--- src/rtl/mb_tx_pkg.sv ---
`default_nettype none
// ============================================================================
// Module   : mb_tx_pkg
// Brief    : Shared types and default sizes for the mainband TX serializer
//            front end.
// Revision : 1.0 - initial release
// ============================================================================
package mb_tx_pkg;

    localparam int c_data_width = 32;
    localparam int c_cnt_width  = 5;

    typedef enum logic [1:0] {
        ST_IDLE = 2'd0,
        ST_SEND = 2'd1,
        ST_HOLD = 2'd2,
        ST_GAP  = 2'd3
    } state_t;

endpackage : mb_tx_pkg
`default_nettype wire

--- src/rtl/mb_tx_rr_arb.sv ---
`default_nettype none
// ============================================================================
// Module   : mb_tx_rr_arb
// Brief    : Combinational round-robin one-hot selector; search starts at ptr.
// Revision : 1.0 - initial release
// ============================================================================
module mb_tx_rr_arb
    import mb_tx_pkg::*;
#(
    parameter int NUM_REQ   = 2,
    parameter int PTR_WIDTH = 1
) (
    input  logic [NUM_REQ-1:0]   REQ_VALID,
    input  logic [PTR_WIDTH-1:0] ptr,
    output logic [NUM_REQ-1:0]   winner
);

    logic [NUM_REQ-1:0] w_mask;
    logic [NUM_REQ-1:0] w_masked;
    logic [NUM_REQ-1:0] w_pool;

    // Requests at or above ptr take precedence; wrap to the full set if none.
    always_comb begin
        w_mask   = ~((NUM_REQ'(1) << ptr) - NUM_REQ'(1));
        w_masked = REQ_VALID & w_mask;
        w_pool   = (|w_masked) ? w_masked : REQ_VALID;
        winner   = w_pool & (~w_pool + NUM_REQ'(1));
    end

endmodule : mb_tx_rr_arb
`default_nettype wire

--- src/rtl/mb_tx_ser_ctrl.sv ---
`default_nettype none
// ============================================================================
// Module   : mb_tx_ser_ctrl
// Brief    : Burst arbiter and word sequencer in front of the mainband TX
//            serializer; holds each word for DATA_WIDTH bit-cycles.
// Revision : 1.0 - initial release
// ============================================================================
module mb_tx_ser_ctrl
    import mb_tx_pkg::*;
#(
    parameter int DATA_WIDTH = c_data_width,
    parameter int CNT_WIDTH  = c_cnt_width,
    parameter int NUM_REQ    = 2
) (
    input  logic                          CLK,
    input  logic                          RST,
    input  logic [NUM_REQ-1:0]            REQ_VALID,
    input  logic [NUM_REQ*DATA_WIDTH-1:0] REQ_DATA,
    input  logic [NUM_REQ-1:0]            REQ_LAST,
    output logic [NUM_REQ-1:0]            REQ_READY,
    input  logic                          ABORT,
    output logic                          SER_EN,
    output logic [DATA_WIDTH-1:0]         P_DATA,
    output logic [NUM_REQ-1:0]            GNT,
    output logic                          BUSY,
    output logic                          UNDERRUN
);

    localparam int                   PTR_WIDTH  = (NUM_REQ > 1) ? $clog2(NUM_REQ) : 1;
    localparam logic [CNT_WIDTH-1:0] c_last_bit = CNT_WIDTH'(DATA_WIDTH - 1);

    state_t                 r_state;
    logic [CNT_WIDTH-1:0]   r_bit_cnt;
    logic [PTR_WIDTH-1:0]   r_ptr;
    logic                   r_last;

    logic [NUM_REQ-1:0]     w_winner;
    logic [NUM_REQ-1:0]     w_ready;
    logic [DATA_WIDTH-1:0]  w_sel_data;
    logic                   w_sel_last;
    logic                   w_xfer;
    logic                   w_boundary;
    logic [PTR_WIDTH-1:0]   w_ptr_next;

    mb_tx_rr_arb #(
        .NUM_REQ   (NUM_REQ),
        .PTR_WIDTH (PTR_WIDTH)
    ) u_rr_arb (
        .REQ_VALID (REQ_VALID),
        .ptr       (r_ptr),
        .winner    (w_winner)
    );

    assign w_boundary = (r_bit_cnt == c_last_bit);
    assign BUSY       = (r_state != ST_IDLE);

    // Outside IDLE only the current owner (held in GNT) may ever be offered a slot.
    always_comb begin
        w_ready = '0;
        if (!ABORT) begin
            case (r_state)
                ST_IDLE: w_ready = w_winner;
                ST_SEND: if (w_boundary && !r_last) w_ready = GNT;
                ST_HOLD: w_ready = GNT;
                default: w_ready = '0;
            endcase
        end
    end

    assign REQ_READY = w_ready;
    assign w_xfer    = |(REQ_VALID & w_ready);

    always_comb begin
        w_sel_data = '0;
        w_sel_last = 1'b0;
        w_ptr_next = '0;
        for (int i = 0; i < NUM_REQ; i++) begin
            if (w_ready[i]) begin
                w_sel_data = w_sel_data | REQ_DATA[i*DATA_WIDTH +: DATA_WIDTH];
                w_sel_last = w_sel_last | REQ_LAST[i];
            end
            if (GNT[i]) begin
                w_ptr_next = PTR_WIDTH'((i + 1) % NUM_REQ);
            end
        end
    end

    always_ff @(posedge CLK or negedge RST) begin
        if (!RST) begin
            r_state   <= ST_IDLE;
            r_bit_cnt <= '0;
            r_ptr     <= '0;
            r_last    <= 1'b0;
            SER_EN    <= 1'b0;
            P_DATA    <= '0;
            GNT       <= '0;
            UNDERRUN  <= 1'b0;
        end else if (ABORT) begin
            r_state   <= ST_IDLE;
            r_bit_cnt <= '0;
            SER_EN    <= 1'b0;
            GNT       <= '0;
            UNDERRUN  <= 1'b0;
        end else begin
            UNDERRUN <= 1'b0;
            case (r_state)
                ST_IDLE: begin
                    if (w_xfer) begin
                        P_DATA    <= w_sel_data;
                        r_last    <= w_sel_last;
                        GNT       <= w_ready;
                        SER_EN    <= 1'b1;
                        r_bit_cnt <= '0;
                        r_state   <= ST_SEND;
                    end
                end
                ST_SEND: begin
                    r_bit_cnt <= w_boundary ? '0 : r_bit_cnt + CNT_WIDTH'(1);
                    if (w_boundary) begin
                        if (r_last) begin
                            SER_EN  <= 1'b0;
                            GNT     <= '0;
                            r_ptr   <= w_ptr_next;
                            r_state <= ST_GAP;
                        end else if (w_xfer) begin
                            P_DATA  <= w_sel_data;
                            r_last  <= w_sel_last;
                        end else begin
                            SER_EN   <= 1'b0;
                            UNDERRUN <= 1'b1;
                            r_state  <= ST_HOLD;
                        end
                    end
                end
                ST_HOLD: begin
                    if (w_xfer) begin
                        P_DATA    <= w_sel_data;
                        r_last    <= w_sel_last;
                        SER_EN    <= 1'b1;
                        r_bit_cnt <= '0;
                        r_state   <= ST_SEND;
                    end
                end
                ST_GAP: begin
                    r_state <= ST_IDLE;
                end
                default: begin
                    r_state <= ST_IDLE;
                end
            endcase
        end
    end

endmodule : mb_tx_ser_ctrl
`default_nettype wire
--- config.mk ---
export PLATFORM = sky130hd
export DESIGN_NAME = mb_tx_ser_ctrl
export DESIGN_NICKNAME = d
export VERILOG_FILES = /design/src/rtl/mb_tx_pkg.sv /design/src/rtl/mb_tx_rr_arb.sv /design/src/rtl/mb_tx_ser_ctrl.sv
export SDC_FILE = /design/constraint.sdc
export NUM_CORES = 1
export LEC_CHECK = 0
export BUFFER_PORTS_ARGS = -buffer_cell sky130_fd_sc_hd__clkbuf_2
export CORE_MARGIN = 1
export CORE_UTILIZATION = 44
export DETAILED_ROUTE_END_ITERATION = 10
export PLACE_DENSITY = 0.77
export SYNTH_ARGS = -nofsm -noshare
export SYNTH_HDL_FRONTEND = slang
export SYNTH_HIERARCHICAL = 1
export SYNTH_SLANG_ARGS = --single-unit
export TNS_END_PERCENT = 50
--- constraint.sdc ---
create_clock -name CLK -period 2.35 [get_ports CLK]
set_input_delay 0 -clock CLK [delete_from_list [all_inputs] [get_ports CLK]]
set_output_delay 0 -clock CLK [all_outputs]
set_load 0.02 [all_outputs]
==> summary.md <==
| Metric | Value |
|---|---|
| Wire length of the first global-routing pass | `between 9000 and 10000 µm` |
| Final hold violation count | `0` |
| Final routed wire length divided by cell count | `16.6 µm` |
| Proportion of netlist area held by the largest area contributor | `0.427` |
| Count of nets left with antenna violations after detail routing | `0` |
| Crit start category | `flop` |
| Sequential cell area fraction in the yosys report | `0.427` |
| Worst reg2reg path endpoint | `r_bit_cnt[4]` |
| Vias per cell | `5.55` |
| Number of antenna cells inserted | `0` |
| Worst hold path type | `input port to flop` |
| Final cell count without fillers | `396` |
| Syn-to-layout area delta | `30.9%` |
| Placer congestion estimate | `0.850` |
| Root Driver | `sky130_fd_sc_hd__clkbuf_8` |
| Net load switching power | `between 0.6 and 0.7 mW` |
| Final Max Slew Viols | `0` |
| RSZ-0062 raised after global routing | `yes` |
| Worst IR drop on VDD | `roughly 0.28 mV` |
| Terminating pin of the worst hold path | `P_DATA[17]` |
| Asr flop ratio synth | `1.00` |
| Number of nets in the layout | `396` |
| Slew HR | `0.626` |
| Post-layout min period | `2.28 ns` |
| DRC violation count after routing | `0` |
| Clock transition at the registers of the reported paths | `~0.08 ns` |
| Width of the chip | `79.5 µm` |
| Number of buffers created by CTS | `5` |
| Number of sinks driven by the clock tree | `45` |
| Startpoint of the lowest-slack hold path | `REQ_DATA[49]` |
| Biggest area contributors in the synthesized netlist | `sky130_fd_sc_hd__dfrtp_1, sky130_fd_sc_hd__mux2_4, sky130_fd_sc_hd__a22o_1` |
| Sequential power share | `0.429` |
| Arrival time at the worst endpoint | `2.49 ns` |
| Worst Skew | `between 0.006 and 0.007 ns` |
| Total via count after detailed routing | `2198` |
| Mean cell area of the mapped netlist | `12.6 µm²` |
| Switching power as a share of total power | `0.303` |
| Static Leakage | `1.81 nW` |
| Total Wirelength | `~6600 µm` |
| Pin slew with the least headroom to its limit | `0.562 ns` |
| Worst-case hold slack | `0.0518 ns` |
| Gr ovfl total | `0` |
| Number of distinct library cells after synthesis | `44` |
| Class of the most critical setup path | `flop to flop` |
| Critical Path End Type | `flop` |
| Reg-to-reg slack, setup | `0.07 ns` |
| Core Util, Final | `0.613` |
| Post-synth top flop | `sky130_fd_sc_hd__dfrtp_1` |
| Number of global-route vias before repair | `approximately 2000` |
| Core area | `roughly 0.0056 mm²` |
| Largest fanout on the critical path | `9` |
| Number of cells in the design after placement | `384` |
| Result of the run | `finished, final reports clean` |
| Maximum capacitance violations | `0` |
| Cell count of the worst reg-to-reg path | `8` |
| Flip-flop and latch count after synthesis | `45` |
| Number of search-and-repair iterations in the first detailed-routing pass | `4` |
| Internal power consumption | `1.56 mW` |
| Count of yosys warnings during synthesis | `6` |
| First DRT Iteration DRCs | `86` |
| Period utilisation layout | `0.970` |
| Most repeated cell in the gate-level netlist after synthesis | `sky130_fd_sc_hd__dfrtp_1` |
| Most used standard cells in the synthesized netlist | `sky130_fd_sc_hd__dfrtp_1, sky130_fd_sc_hd__a22o_1, sky130_fd_sc_hd__mux2_4` |
| Pre-CTS setup slack | `0.0516 ns` |
| Std cell rows | `27` |
| Reg-to-reg startpoint | `r_bit_cnt[1]` |
| DP Wirelength | `4620 µm` |
| Number of H-tree levels | `2` |
| Netlist area before placement | `0.00264 mm²` |
| Power share of the clock group | `0.267` |
| WHS Path Cells | `3` |
| Clock insertion delay at the later pin of the skew report | `0.29 ns` |
| Power density normalized to cell area | `649 mW/mm²` |
| Die footprint | `approximately 0.0063 mm²` |
| Chip Height | `~80 µm` |
| Count of mapped cells out of synthesis | `210` |
| Fmax achieved | `439 MHz` |
| Largest net degree at the start of global routing | `46` |
| Share of final-layout standard cells stronger than drive strength 1 | `0.546` |
| Initial antenna violation count | `0` |
| Required @ worst endpoint | `2.56 ns` |
| Starting density of the core | `0.468` |
| Part of the total power dissipated in combinational logic | `0.304` |
| Setup TNS | `0 ns` |
| Clock tree from TritonCTS | `yes` |
| Number of port buffers | `109` |
| GRT Overall Usage | `0.202` |
| Filler instances | `474` |
| Fin worst setup slack | `approximately 0.070 ns` |
| Number of enable-type register cells in the synthesized netlist | `0` |
| Number of endpoints failing setup at the final stage | `0` |
| Maximum clock path buffer count | `2` |
| Syn nets | `283` |
| Top-level I/O count | `110` |
| Cell type with the highest aggregate area in the netlist | `sky130_fd_sc_hd__dfrtp_1` |
[cells by family after synthesis]
family | after synthesis | synth area share
AO/OA/AOI/OAI | 68 | 0.218
flip-flops | 45 | 0.427
multiplexers | 37 | 0.202
AND/OR/NAND/NOR | 32 | 0.0810
buffers and inverters | 26 | 0.0621
adder cells (fa/ha/maj) | 2 | 0.00948
[worst max path at each step]
stage | from | to | slack (ns) | cells past startpoint
6_report | r_bit_cnt[1] | r_bit_cnt[4] | 0.07 | 8
5_1_grt | r_bit_cnt[1] | REQ_READY[0] | -0.01 | 8
4_1_cts | r_bit_cnt[1] | r_bit_cnt[4] | 0.03 | 8
3_5_place_dp | r_bit_cnt[1] | r_bit_cnt[4] | 0.05 | 8
3_3_place_gp | r_bit_cnt[1] | r_bit_cnt[1] | 0.12 | 8
2_1_floorplan | r_bit_cnt[0] | P_DATA[0] | 0.002 | 9
[power groups by stage]
stage | Sequential, mW | Clock, mW | Combinational [mW]
after global routing | 0.976 | 0.652 | 0.728
after CTS | 0.961 | 0.610 | 0.679
after global placement | 0.969 | 0 | 0.659
final | 0.962 | 0.599 | 0.681
after detailed placement | 0.977 | 0 | 0.671
after floorplan | 1.08 | 0 | 0.315
[stage by stage]
| step | total power [mW] | instance area [µm²] |
|---|---|---|
| 4_1_cts | 2.25 | 3410 |
| 3_3_place_gp | 1.63 | 3280 |
| 5_1_grt | 2.36 | 3460 |
| 3_5_place_dp | 1.65 | 3280 |
| 2_1_floorplan | 1.40 | 2640 |
| 6_report | 2.24 | 3460 |
[placed cells by master, fill, tap and decap left out, types with 3 or more instances in the layout]
cell type	count
sky130_fd_sc_hd__a22o_1	32
sky130_fd_sc_hd__inv_1	8
sky130_fd_sc_hd__a21oi_1	6
sky130_fd_sc_hd__or4b_1	3
sky130_fd_sc_hd__dfrtp_1	45
sky130_fd_sc_hd__mux2_4	28
sky130_fd_sc_hd__clkbuf_2	108
sky130_fd_sc_hd__nor2_1	4
sky130_fd_sc_hd__nand2b_1	4
sky130_fd_sc_hd__nand2_1	7
sky130_fd_sc_hd__clkbuf_8	6
sky130_fd_sc_hd__buf_12	3
sky130_fd_sc_hd__buf_4	10
sky130_fd_sc_hd__nor3_1	3
sky130_fd_sc_hd__mux2_2	6
sky130_fd_sc_hd__o21ai_0	5
sky130_fd_sc_hd__o21a_1	3
[worst max-delay path, stage by stage (launching register included)]
cell,delay [ns]
sky130_fd_sc_hd__dfrtp_1,0.43
sky130_fd_sc_hd__ha_2,0.20
sky130_fd_sc_hd__and3_1,0.17
sky130_fd_sc_hd__ha_1,0.22
sky130_fd_sc_hd__nand4bb_4,0.16
sky130_fd_sc_hd__o32ai_2,0.13
sky130_fd_sc_hd__buf_4,0.21
sky130_fd_sc_hd__or4b_1,0.52
sky130_fd_sc_hd__a21oi_2,0.16
[metal layers]
| metal | global-route usage | part of all wire | wire length (µm) |
|---|---|---|---|
| met1 | 0.268 | 0.43 | 2830 |
| met2 | 0.344 | 0.51 | 3310 |
| met3 | 0.0297 | 0.053 | 347 |
| met4 | 0.0509 | 0.011 | 70 |
| met5 | 0 | 0 | 0 |
[cell type report]
type                    instances  area [µm²]  share of cell area
clock inverters                 1        30.0             0.00869
flip-flops and latches         45        1130               0.326
inverters                       8        30.0             0.00869
repair buffers                124         716               0.207
multi-input cells             139        1380               0.399
well taps                      72        90.1              0.0261
clock buffers                   7        86.3              0.0250
[flip-flops by register name (all words and copies together) (netlist names)]
| name | cells |
|---|---|
| r_state | 2 |
| SER_EN | 1 |
| GNT | 2 |
| r_bit_cnt | 5 |
| UNDERRUN | 1 |
| r_ptr | 1 |
| r_last | 1 |
| P_DATA | 32 |
[timing repair]
action | 4_1_cts | 5_1_grt
buffers inserted | 0 | 2
hold buffers | 1 | 0
endpoints found under the hold margin | 45 | 0
gates resized for setup | 0 | 4
endpoints found under the setup margin | 0 | 32
(Power assumes the default switching activity.)
